`src/rtl/mem_arb_pkg.sv`:
```
// rtl/mem_arb_pkg.sv - shared state encoding, port ids and helpers for mem_arbiter
package mem_arb_pkg;

  typedef enum logic [1:0] {
    IDLE   = 2'd0,
    ACCESS = 2'd1,
    RESP   = 2'd2,
    ERR    = 2'd3
  } arb_state_e;

  localparam logic PORT_IF = 1'b0;
  localparam logic PORT_DM = 1'b1;

  function automatic logic is_misaligned(input logic [1:0] addr_lsb);
    return addr_lsb != 2'b00;
  endfunction

endpackage

```
`src/rtl/mem_arbiter_if.sv`:
```
// rtl/mem_arbiter_if.sv - requester ports plus memory-side bus of mem_arbiter
interface mem_arbiter_if #(
  parameter int ADDR_WIDTH = 32,
  parameter int DATA_WIDTH = 32
);
  logic                  if_req;
  logic [ADDR_WIDTH-1:0] if_addr;
  logic                  if_gnt;
  logic                  if_rvalid;
  logic [DATA_WIDTH-1:0] if_rdata;

  logic                  dm_req;
  logic                  dm_we;
  logic [ADDR_WIDTH-1:0] dm_addr;
  logic [DATA_WIDTH-1:0] dm_wdata;
  logic                  dm_gnt;
  logic                  dm_rvalid;
  logic [DATA_WIDTH-1:0] dm_rdata;
  logic                  dm_err;

  logic                  busy;

  logic                  MemRead;
  logic                  MemWrite;
  logic [ADDR_WIDTH-1:0] MemAddress;
  logic [DATA_WIDTH-1:0] WriteData;
  logic [DATA_WIDTH-1:0] ReadData;

  // Requesters and the memory model sit on the master side.
  modport master (
    output if_req, if_addr, dm_req, dm_we, dm_addr, dm_wdata, ReadData,
    input  if_gnt, if_rvalid, if_rdata, dm_gnt, dm_rvalid, dm_rdata, dm_err, busy,
    input  MemRead, MemWrite, MemAddress, WriteData
  );

  modport slave (
    input  if_req, if_addr, dm_req, dm_we, dm_addr, dm_wdata, ReadData,
    output if_gnt, if_rvalid, if_rdata, dm_gnt, dm_rvalid, dm_rdata, dm_err, busy,
    output MemRead, MemWrite, MemAddress, WriteData
  );
endinterface

```
`src/rtl/rr_arbiter2.sv`:
```
// rtl/rr_arbiter2.sv - combinational two-way winner select, round-robin or DM-priority
module rr_arbiter2
  import mem_arb_pkg::*;
#(
  parameter int FIXED_PRIO = 0
) (
  input  logic [1:0] req_i,
  input  logic       last_grant_i,
  output logic       valid_o,
  output logic       winner_o
);

  always_comb begin
    valid_o  = |req_i;
    winner_o = PORT_IF;
    if (req_i == 2'b11) begin
      winner_o = (FIXED_PRIO != 0) ? PORT_DM : ~last_grant_i;
    end else if (req_i[PORT_DM]) begin
      winner_o = PORT_DM;
    end
  end

endmodule

```
`src/rtl/mem_arbiter.sv`:
```
// rtl/mem_arbiter.sv - shares one single-port memory between fetch and data ports
module mem_arbiter
  import mem_arb_pkg::*;
#(
  parameter int ADDR_WIDTH = 32,
  parameter int DATA_WIDTH = 32,
  parameter int FIXED_PRIO = 0
) (
  input logic         clk,
  input logic         reset,
  mem_arbiter_if.slave bus
);

  arb_state_e            state_q;
  logic                  last_grant_q;
  logic                  port_q;
  logic                  we_q;
  logic                  if_gnt_q, dm_gnt_q, if_rvalid_q, dm_rvalid_q, dm_err_q;
  logic                  mem_read_q, mem_write_q;
  logic [ADDR_WIDTH-1:0] mem_addr_q;
  logic [DATA_WIDTH-1:0] write_data_q;
  logic [DATA_WIDTH-1:0] if_rdata_q, dm_rdata_q;

  logic                  arb_valid, arb_winner;
  logic                  sel_we, sel_misaligned;
  logic [ADDR_WIDTH-1:0] sel_addr;
  logic [DATA_WIDTH-1:0] sel_wdata;

  rr_arbiter2 #(.FIXED_PRIO(FIXED_PRIO)) u_rr (
    .req_i        ({bus.dm_req, bus.if_req}),
    .last_grant_i (last_grant_q),
    .valid_o      (arb_valid),
    .winner_o     (arb_winner)
  );

  // Fetches are forced to loads and never alignment-checked.
  always_comb begin
    sel_we         = (arb_winner == PORT_DM) && bus.dm_we;
    sel_addr       = (arb_winner == PORT_DM) ? bus.dm_addr : bus.if_addr;
    sel_wdata      = sel_we ? bus.dm_wdata : '0;
    sel_misaligned = (arb_winner == PORT_DM) && is_misaligned(bus.dm_addr[1:0]);
  end

  always_ff @(posedge clk) begin
    if (reset) begin
      state_q      <= IDLE;
      last_grant_q <= PORT_DM;
      port_q       <= PORT_IF;
      we_q         <= 1'b0;
      if_gnt_q     <= 1'b0;
      dm_gnt_q     <= 1'b0;
      if_rvalid_q  <= 1'b0;
      dm_rvalid_q  <= 1'b0;
      dm_err_q     <= 1'b0;
      mem_read_q   <= 1'b0;
      mem_write_q  <= 1'b0;
      mem_addr_q   <= '0;
      write_data_q <= '0;
      if_rdata_q   <= '0;
      dm_rdata_q   <= '0;
    end else begin
      // Every output except rdata is a one-state pulse; clear by default.
      if_gnt_q     <= 1'b0;
      dm_gnt_q     <= 1'b0;
      if_rvalid_q  <= 1'b0;
      dm_rvalid_q  <= 1'b0;
      dm_err_q     <= 1'b0;
      mem_read_q   <= 1'b0;
      mem_write_q  <= 1'b0;
      mem_addr_q   <= '0;
      write_data_q <= '0;
      case (state_q)
        IDLE: begin
          if (arb_valid) begin
            last_grant_q <= arb_winner;
            port_q       <= arb_winner;
            we_q         <= sel_we;
            if (sel_misaligned) begin
              state_q  <= ERR;
              dm_gnt_q <= 1'b1;
              dm_err_q <= 1'b1;
            end else begin
              state_q      <= ACCESS;
              if_gnt_q     <= (arb_winner == PORT_IF);
              dm_gnt_q     <= (arb_winner == PORT_DM);
              mem_read_q   <= ~sel_we;
              mem_write_q  <= sel_we;
              mem_addr_q   <= sel_addr;
              write_data_q <= sel_wdata;
            end
          end
        end
        ACCESS: begin
          if (we_q) begin
            state_q <= IDLE;
          end else begin
            state_q <= RESP;
            if (port_q == PORT_DM) begin
              dm_rdata_q  <= bus.ReadData;
              dm_rvalid_q <= 1'b1;
            end else begin
              if_rdata_q  <= bus.ReadData;
              if_rvalid_q <= 1'b1;
            end
          end
        end
        RESP:    state_q <= IDLE;
        default: state_q <= IDLE;
      endcase
    end
  end

  assign bus.if_gnt     = if_gnt_q;
  assign bus.dm_gnt     = dm_gnt_q;
  assign bus.if_rvalid  = if_rvalid_q;
  assign bus.dm_rvalid  = dm_rvalid_q;
  assign bus.dm_err     = dm_err_q;
  assign bus.if_rdata   = if_rdata_q;
  assign bus.dm_rdata   = dm_rdata_q;
  assign bus.busy       = (state_q != IDLE);
  assign bus.MemRead    = mem_read_q;
  assign bus.MemWrite   = mem_write_q;
  assign bus.MemAddress = mem_addr_q;
  assign bus.WriteData  = write_data_q;

endmodule

```
`src/flat_wrapper.sv`:
```
// flat-port wrapper written by rule: the top's interface ports become plain ports
module mem_arbiter_flat import mem_arb_pkg::*;
#(
  parameter int ADDR_WIDTH = 32,
  parameter int DATA_WIDTH = 32,
  parameter int FIXED_PRIO = 0
)
  (clk, reset, bus_if_req, bus_if_addr, bus_dm_req, bus_dm_we, bus_dm_addr, bus_dm_wdata, bus_ReadData, bus_if_gnt, bus_if_rvalid, bus_if_rdata, bus_dm_gnt, bus_dm_rvalid, bus_dm_rdata, bus_dm_err, bus_busy, bus_MemRead, bus_MemWrite, bus_MemAddress, bus_WriteData);
  mem_arbiter_if #(.ADDR_WIDTH(ADDR_WIDTH), .DATA_WIDTH(DATA_WIDTH)) bus_i ();
  input logic clk;
  input logic reset;
  input wire logic [$bits(bus_i.if_req)-1:0] bus_if_req;
  input wire logic [$bits(bus_i.if_addr)-1:0] bus_if_addr;
  input wire logic [$bits(bus_i.dm_req)-1:0] bus_dm_req;
  input wire logic [$bits(bus_i.dm_we)-1:0] bus_dm_we;
  input wire logic [$bits(bus_i.dm_addr)-1:0] bus_dm_addr;
  input wire logic [$bits(bus_i.dm_wdata)-1:0] bus_dm_wdata;
  input wire logic [$bits(bus_i.ReadData)-1:0] bus_ReadData;
  output wire logic [$bits(bus_i.if_gnt)-1:0] bus_if_gnt;
  output wire logic [$bits(bus_i.if_rvalid)-1:0] bus_if_rvalid;
  output wire logic [$bits(bus_i.if_rdata)-1:0] bus_if_rdata;
  output wire logic [$bits(bus_i.dm_gnt)-1:0] bus_dm_gnt;
  output wire logic [$bits(bus_i.dm_rvalid)-1:0] bus_dm_rvalid;
  output wire logic [$bits(bus_i.dm_rdata)-1:0] bus_dm_rdata;
  output wire logic [$bits(bus_i.dm_err)-1:0] bus_dm_err;
  output wire logic [$bits(bus_i.busy)-1:0] bus_busy;
  output wire logic [$bits(bus_i.MemRead)-1:0] bus_MemRead;
  output wire logic [$bits(bus_i.MemWrite)-1:0] bus_MemWrite;
  output wire logic [$bits(bus_i.MemAddress)-1:0] bus_MemAddress;
  output wire logic [$bits(bus_i.WriteData)-1:0] bus_WriteData;
  assign bus_i.if_req = bus_if_req;
  assign bus_i.if_addr = bus_if_addr;
  assign bus_i.dm_req = bus_dm_req;
  assign bus_i.dm_we = bus_dm_we;
  assign bus_i.dm_addr = bus_dm_addr;
  assign bus_i.dm_wdata = bus_dm_wdata;
  assign bus_i.ReadData = bus_ReadData;
  assign bus_if_gnt = bus_i.if_gnt;
  assign bus_if_rvalid = bus_i.if_rvalid;
  assign bus_if_rdata = bus_i.if_rdata;
  assign bus_dm_gnt = bus_i.dm_gnt;
  assign bus_dm_rvalid = bus_i.dm_rvalid;
  assign bus_dm_rdata = bus_i.dm_rdata;
  assign bus_dm_err = bus_i.dm_err;
  assign bus_busy = bus_i.busy;
  assign bus_MemRead = bus_i.MemRead;
  assign bus_MemWrite = bus_i.MemWrite;
  assign bus_MemAddress = bus_i.MemAddress;
  assign bus_WriteData = bus_i.WriteData;
  mem_arbiter #(.ADDR_WIDTH(ADDR_WIDTH), .DATA_WIDTH(DATA_WIDTH), .FIXED_PRIO(FIXED_PRIO)) u_core (.clk(clk), .reset(reset), .bus(bus_i));
endmodule
```
`config.mk`:
```
export PLATFORM = sky130hd
export DESIGN_NAME = mem_arbiter_flat
export DESIGN_NICKNAME = d
export VERILOG_FILES = /design/src/rtl/mem_arb_pkg.sv /design/src/rtl/mem_arbiter_if.sv /design/src/rtl/rr_arbiter2.sv /design/src/rtl/mem_arbiter.sv /design/src/flat_wrapper.sv
export SDC_FILE = /design/constraint.sdc
export NUM_CORES = 1
export LEC_CHECK = 0
export ABC_AREA = 0
export CAP_MARGIN = 20
export CORE_ASPECT_RATIO = 1.75
export CORE_MARGIN = 2
export CORE_UTILIZATION = 41
export DETAILED_ROUTE_END_ITERATION = 8
export GPL_TIMING_DRIVEN = 1
export PLACE_DENSITY = 0.86
export SYNTH_ARGS = -nofsm -noshare
export SYNTH_HDL_FRONTEND = slang
export SYNTH_SLANG_ARGS = --single-unit
```
`constraint.sdc`:
```
create_clock -name clk -period 3.7 [get_ports clk]
set_input_delay 0.37 -clock clk [delete_from_list [all_inputs] [get_ports clk]]
set_output_delay 0.37 -clock clk [all_outputs]
set_load 0.01 [all_outputs]
```
==> summary.txt <==
Outcome
  • Status: complete, no violations

Floorplanning
  • Chip height: between 100 and 150 um
  • Core box area: 0.0111 sq mm
  • Die W: 84.4 um
  • Initial Util: 0.417
  • Number of core rows: a little over 50
  • Die area: 0.0122 sq mm
  • I/O pin count: between 200 and 300

Worst hold path
  • Hold Path Class: in2reg

Clock network
  • # resized after CTS: 0
  • CTS Sinks: 140
  • Clock Root Buffer: clkbuf_16
  • H-tree levels: 4
  • Post-CTS Setup Repair Bufs: 0
  • Clock buffer depth: 2
  • Clock transition at path regs: 0.06 ns
  • Number of hold buffers added after cts: 0
  • CTS tree: yes
  • Clock Latency Late Sink: 0.42 ns
  • CTS buffer count: 17

Synth
  • Top-count cell post-synth: nand2_1
  • Syn Area/Cell: 8.76 sq um
  • Post-Syn Area: 0.00463 sq mm
  • Commonest register cell after synthesis: dfxtp_1
  • Post-synth top cells: 188 x nand2_1, 140 x dfxtp_1, 95 x a21oi_1, 34 x and3_1, 18 x clkbuf_1
  • Ys async rst share: 0
  • Mapped Cells: 529
  • Net Count, Synth: 662
  • EDFF count, synth: 0
  • Synth top area share: 0.605
  • Area leader, netlist: dfxtp_1
  • Syn. warnings: 0
  • Synthesized flop and latch total: 140
  • Synth unique cells: 28
  • Synth top area cells: dfxtp_1 60%, nand2_1 15%, a21oi_1 10%, and3_1 4.6%, buf_2 1.7%
  • Register area share after synthesis: 0.605

STA
  • Final TNS setup: 0 ns
  • Final Setup Violations: 0
  • Minimum clock period: ~2.2 ns
  • Max-slew violation count: 0
  • Hold Fails Final Rpt: 0
  • Setup ws final: 1.54 ns
  • Max Freq: approximately 460 MHz
  • Slew headroom: 0.384
  • Slew @ Worst Pin: 0.924 ns
  • Post-route clock period utilization: 0.582
  • RSZ-0062 raised after global routing: false
  • Setup Skew: 0.00838 ns

Place
  • Pre-CTS setup slack: 1.44 ns
  • Placer congestion estimate: 0.870
  • Hpwl dp: about 11 mm
  • Port buffer count: 268

Layout
  • Multi-input gate area: between 0.0015 and 0.002 sq mm
  • Share of layout cells above drive strength 1: 0.0602
  • Synth-to-Final Area Change: 72.4%
  • Register area: 0.00280 sq mm
  • Post-layout net count: 918
  • Antenna fix cells: 0
  • Fillers: roughly 800

Worst setup path
  • Cell-by-cell trace of the critical path: nor2_1, inv_1, clkdlybuf4s50_1
  • Setup CP Type: reg2out
  • Slowest-stage cell, CP: clkdlybuf4s50_1
  • CP max FO: 8
  • Startpoint types: register
  • Crit. End Element: output pin
  • Worst Path Required: about 3.3 ns
  • Crit path max-delay family: buffers and inverters
  • Buf/Inv on CP: 2
  • Slowest stage delay, CP: 0.57 ns
  • Crit path DAT: about 1.8 ns

Routing
  • DR pass1 iterations: 5
  • Initial drt markers: 239
  • Via-per-instance ratio: 5.09
  • Vias: 4734
  • Detailed-route wire length: ~15 mm
  • Post-route ant nets: 0
  • Post-DR wirelength/cell: 16.4 um
  • DRC viols: 0

Global routing
  • Initial antenna violation count: 0
  • Largest net degree at the start of global routing: 73
  • Vias in the first global route: 4815
  • Grt total ovfl: 0
  • Tot GR Track Use: 0.248
  • Global-route wire length before repair: roughly 24 mm

Power and ir drop
  • Max VDD drop: 0.000378 V
  • Leakage: 3.08 nW
  • Cell area power density: ~490 mW/mm^2

Flow run
  • Max_cap viols: 0
[logic make-up (layout without fill, tap and decap cells)]
| logic type | Yosys count | count (layout) | synth area share |
|---|---|---|---|
| buffers and inverters | 41 | 310 | 0.0440 |
| AOI/OAI and AO/OA | 105 | 105 | 0.123 |
| DFF | 140 | 140 | 0.605 |
| and+or+nand+nor | 243 | 243 | 0.228 |
[where the power goes]
group          total (W)  switching [W]  leakage, nW  internal, W
Combinational   0.000523       0.000233         1.65     0.000290
Clock            0.00177       0.000677        0.297      0.00109
Sequential       0.00161      0.0000364         1.14      0.00158
[cell usage in the layout, fill, tap and decap left out, types with 2 or more instances in the layout]
| cell type | netlist | final |
|---|---|---|
| a21oi_1 | 95 | 95 |
| and2_1 | 2 | 2 |
| and3_1 | 34 | 34 |
| buf_4 | 0 | 8 |
| bufinv_16 | 0 | 3 |
| clkbuf_16 | 0 | 17 |
| clkdlybuf4s50_1 | 0 | 267 |
| clkinv_4 | 0 | 3 |
| clkinvlp_4 | 0 | 3 |
| dfxtp_1 | 140 | 140 |
| inv_1 | 2 | 2 |
| inv_6 | 0 | 2 |
| inv_8 | 0 | 2 |
| nand2_1 | 188 | 188 |
| nor2_1 | 9 | 9 |
| nor3_1 | 2 | 2 |
| o21ai_0 | 3 | 3 |
[path summary, 6_finish.rpt]
kind	slack [ns]	start	cells after the start	endpoint
worst max-delay path	1.54	u_core.state_q[1]	3	bus_busy
worst min-delay path	0.43	reset	4	u_core.bus.MemAddress[9]
worst max register to register	1.76	u_core.state_q[1]	4	u_core.bus.dm_rdata[8]
worst min register to register	0.45	u_core.bus.if_rdata[30]	2	u_core.bus.if_rdata[30]
[state kept, by name, summed over array words and instances (netlist names), 2 cells and up]
name / count
u_core.bus.if_rdata: 32
u_core.bus.MemAddress: 32
u_core.state_q: 2
u_core.bus.dm_rdata: 32
u_core.bus.WriteData: 32
[tightest hold or removal path: cells and delay by family]
kind	cells	cell delay [ns]
AND/OR/NAND/NOR	1	0.08
AO/OA/AOI/OAI	2	0.26
buffers and inverters	1	0.09
[routing by layer]
metal	global-route usage	wire, um
met5	0	0
met4	0.158	796
met3	0.0656	1060
met2	0.437	8090
met1	0.261	5290
[metrics by stage]
| stage | util | hold WS, ns | instances | cell area (sq um) | total power, W |
|---|---|---|---|---|---|
| 6_report | 0.719 | 0.434 | 930 | 7990 | 0.00391 |
| 5_1_grt | 0.719 | 0.428 | 930 | 7990 | 0.00405 |
| 4_1_cts | 0.719 | 0.416 | 930 | 7990 | 0.00393 |
| 3_5_place_dp | 0.663 | 0.446 | 898 | 7360 | 0.00216 |
| 3_3_place_gp | 0.663 | 0.440 | 898 | 7360 | 0.00215 |
| 2_1_floorplan | - | 0.481 | 529 | 4630 | 0.00184 |
[final cells by class]
class                           count  area share
Inverter                            2    0.000940
Clock buffer                       18      0.0550
Timing Repair Buffer              276       0.343
Sequential cell                   140       0.351
Multi-Input combinational cell    348       0.207
Clock inverter                     14      0.0230
Tap cell                          132      0.0207
Power figures use the tool's default switching activity.
==> RTL edit, RTL diff (same settings) <==
The 4 states of `arb_state_e` get a Gray code encoding in 2 bits.
--- a/src/rtl/mem_arb_pkg.sv
+++ b/src/rtl/mem_arb_pkg.sv
@@ -3,8 +3,8 @@
 
   typedef enum logic [1:0] {
-    IDLE   = 2'd0,
-    ACCESS = 2'd1,
-    RESP   = 2'd2,
-    ERR    = 2'd3
+    IDLE   = 2'b00,
+    ACCESS = 2'b01,
+    RESP   = 2'b11,
+    ERR    = 2'b10
   } arb_state_e;
 
Formal check against the unedited RTL: same outputs for any inputs over 4 cycles, from zero or initial values and one cycle with reset high; so few cycles prove little.
==> RTL edit against the unedited design <==
Wire length fell by 0.28%. Synthesized area fell by 0.59%. Register-to-register slack lost 0.13 ns. Sequential cell count is the same. Final area shrank 0.16%. Power rose by 7.1%. Setup slack lost 0.058 ns. Synthesized cell count grew 0.57%. Non-clock buffer count decreased by 2. Core utilization increased by 0.30 points. Critical path type is now in2reg. Critical endpoint is now u_core.bus.WriteData[26]. Highest routed layer unchanged.
==> RTL edit: results (changes against the unedited design) <==
| Metric | Reported | Change |
|---|---|---|
| RePlAce Congestion | 0.808 | -7.1% |
| Port bufs | 268 | unchanged |
| Worst voltage drop across the vdd grid | 0.000406 V | +7.4% |
| Clock insertion delay at the later pin of the skew report | 0.40 ns | -0.02 ns |
| R2R Setup Slk | 1.63 ns | -0.13 ns |
| Largest delay contributor family on the critical path | compound AO/OA/AOI/OAI gates |  |
| Via count of the first global-routing pass | 4756 | -1.2% |
| Most used standard cells in the synthesized netlist | 190 x sky130_fd_sc_hd__nand2_1, 140 x sky130_fd_sc_hd__dfxtp_1, 95 x sky130_fd_sc_hd__a21oi_1 |  |
| Fraction of final layout cells with drive strength greater than 1 | 5.77% | -0.24 points |
| Drt total wl | 15.2 mm | -0.28% |
| Pre-antenna DRT Iters | 6 | +1 |
| Synth area leaders | sky130_fd_sc_hd__dfxtp_1 61%, sky130_fd_sc_hd__nand2_1 15%, sky130_fd_sc_hd__a21oi_1 10% |  |
| Violation count after the first detailed-routing iteration | 185 | -23% |
| Total of fill cells in the finished design | 778 | -3.6% |
| Data arrival, critical path | 2.55 ns | +0.76 ns |
| Diodes inserted | 0 | unchanged |
| Hpwl dp | 11.2 mm | +4.6% |
| Post-Synthesis Net Count | 665 | +0.45% |
| Worst hold slack across all endpoints | 0.278 ns | -0.157 ns |
| Largest driver fanout on the critical path | 35 | +27 |
| Share of the yosys chip area belonging to registers | 60.9% | +0.36 points |
| Number of antenna violations at the first check in global routing | 0 | unchanged |
| Largest net degree at the start of global routing | 72 | -1.4% |
| Worst slew margin | 41.8% | +3.4 points |
| Global-route wire length before repair | 23.3 mm | -1.8% |
| Cell variety after synth | 28 | unchanged |
| Slowest stage cell, crit path | sky130_fd_sc_hd__o211a_1 |  |
| Post-DP Area | 7360 µm² | about the same |
| Status | complete, no violations |  |
| Gr usage total | 24.4% | -0.41 points |
| Number of vias after detailed routing | 4643 | -1.9% |
| Leakage Power | 3.10 nW | +0.54% |
| Worst min-delay path class | in2reg |  |
| CTS H-Tree Depth | 4 | unchanged |
| Clock tree skew after final layout | 0.00915 ns | +0.000772 ns |
| Number of nets in the layout | 919 | +0.11% |
| # Post-CTS Setup Buffers | 0 | unchanged |
| Stage delay of the slowest cell on the critical path | 0.73 ns | +0.16 ns |
[RTL edit: cell count changes in the layout (fill, tap and decap cells not counted), sizes merged, moves of 2 or more]
cell    unedited run  this run
inv                6         2
nand2            188       190
buf                9         7
clkbuf            18        21
nor2               9        11
[RTL edit: layout make-up]
class | count | area, µm² | share of cell area [%]
clock inverters | 9 | 136 | 1.71
inverters | 1 | 3.75 | 0.0471
repair buffers | 274 | 2740 | 34.4
well taps | 132 | 165 | 2.07
flip-flops and latches | 140 | 2800 | 35.1
multi-input cells | 352 | 1640 | 20.6
clock buffers | 21 | 480 | 6.03
[RTL edit: cells by family after synthesis]
group           count (synthesis)  synth area share [%]
compound gates                104                  12.0
buf+inv                        40                  3.67
simple gates                  248                  23.5
flops                         140                  60.9
[RTL edit: final timing paths]
check                                       startpoint                  endpoint  cells past startpoint
worst max-delay path                        bus_if_req  u_core.bus.WriteData[26]                      4
worst min-delay path                             reset         u_core.state_q[0]                      4
worst max register to register     u_core.last_grant_q  u_core.bus.WriteData[26]                      3
worst min register to register  u_core.bus.dm_rdata[9]    u_core.bus.dm_rdata[9]                      2
[RTL edit: through the flow]
step | total power, mW | setup WS [ns] | cells
global placement | 2.43 | 1.20 | 898
global route | 4.34 | 1.34 | 929
detailed placement | 2.47 | 1.11 | 899
finish | 4.18 | 1.49 | 929
floorplan | 2.02 | 2.30 | 532
CTS | 4.21 | 1.52 | 929
[RTL edit: tightest hold or removal path, stage by stage]
cell	delay, ns
sky130_fd_sc_hd__buf_2	0.10
sky130_fd_sc_hd__nor3_2	0.05
sky130_fd_sc_hd__o211ai_2	0.06
sky130_fd_sc_hd__nand2_1	0.05
[RTL edit: layer usage]
layer  wire, µm  track usage, %
met2       8270            45.1
met4        627            11.7
met1       5250            24.4
met3       1040            7.93
met5          0               0
[RTL edit: power breakdown]
part	total [mW]	internal, mW	switching, mW
combinational	0.759	0.403	0.356
clock	1.74	1.13	0.611
sequential	1.68	1.62	0.0634
total	4.18	3.15	1.03
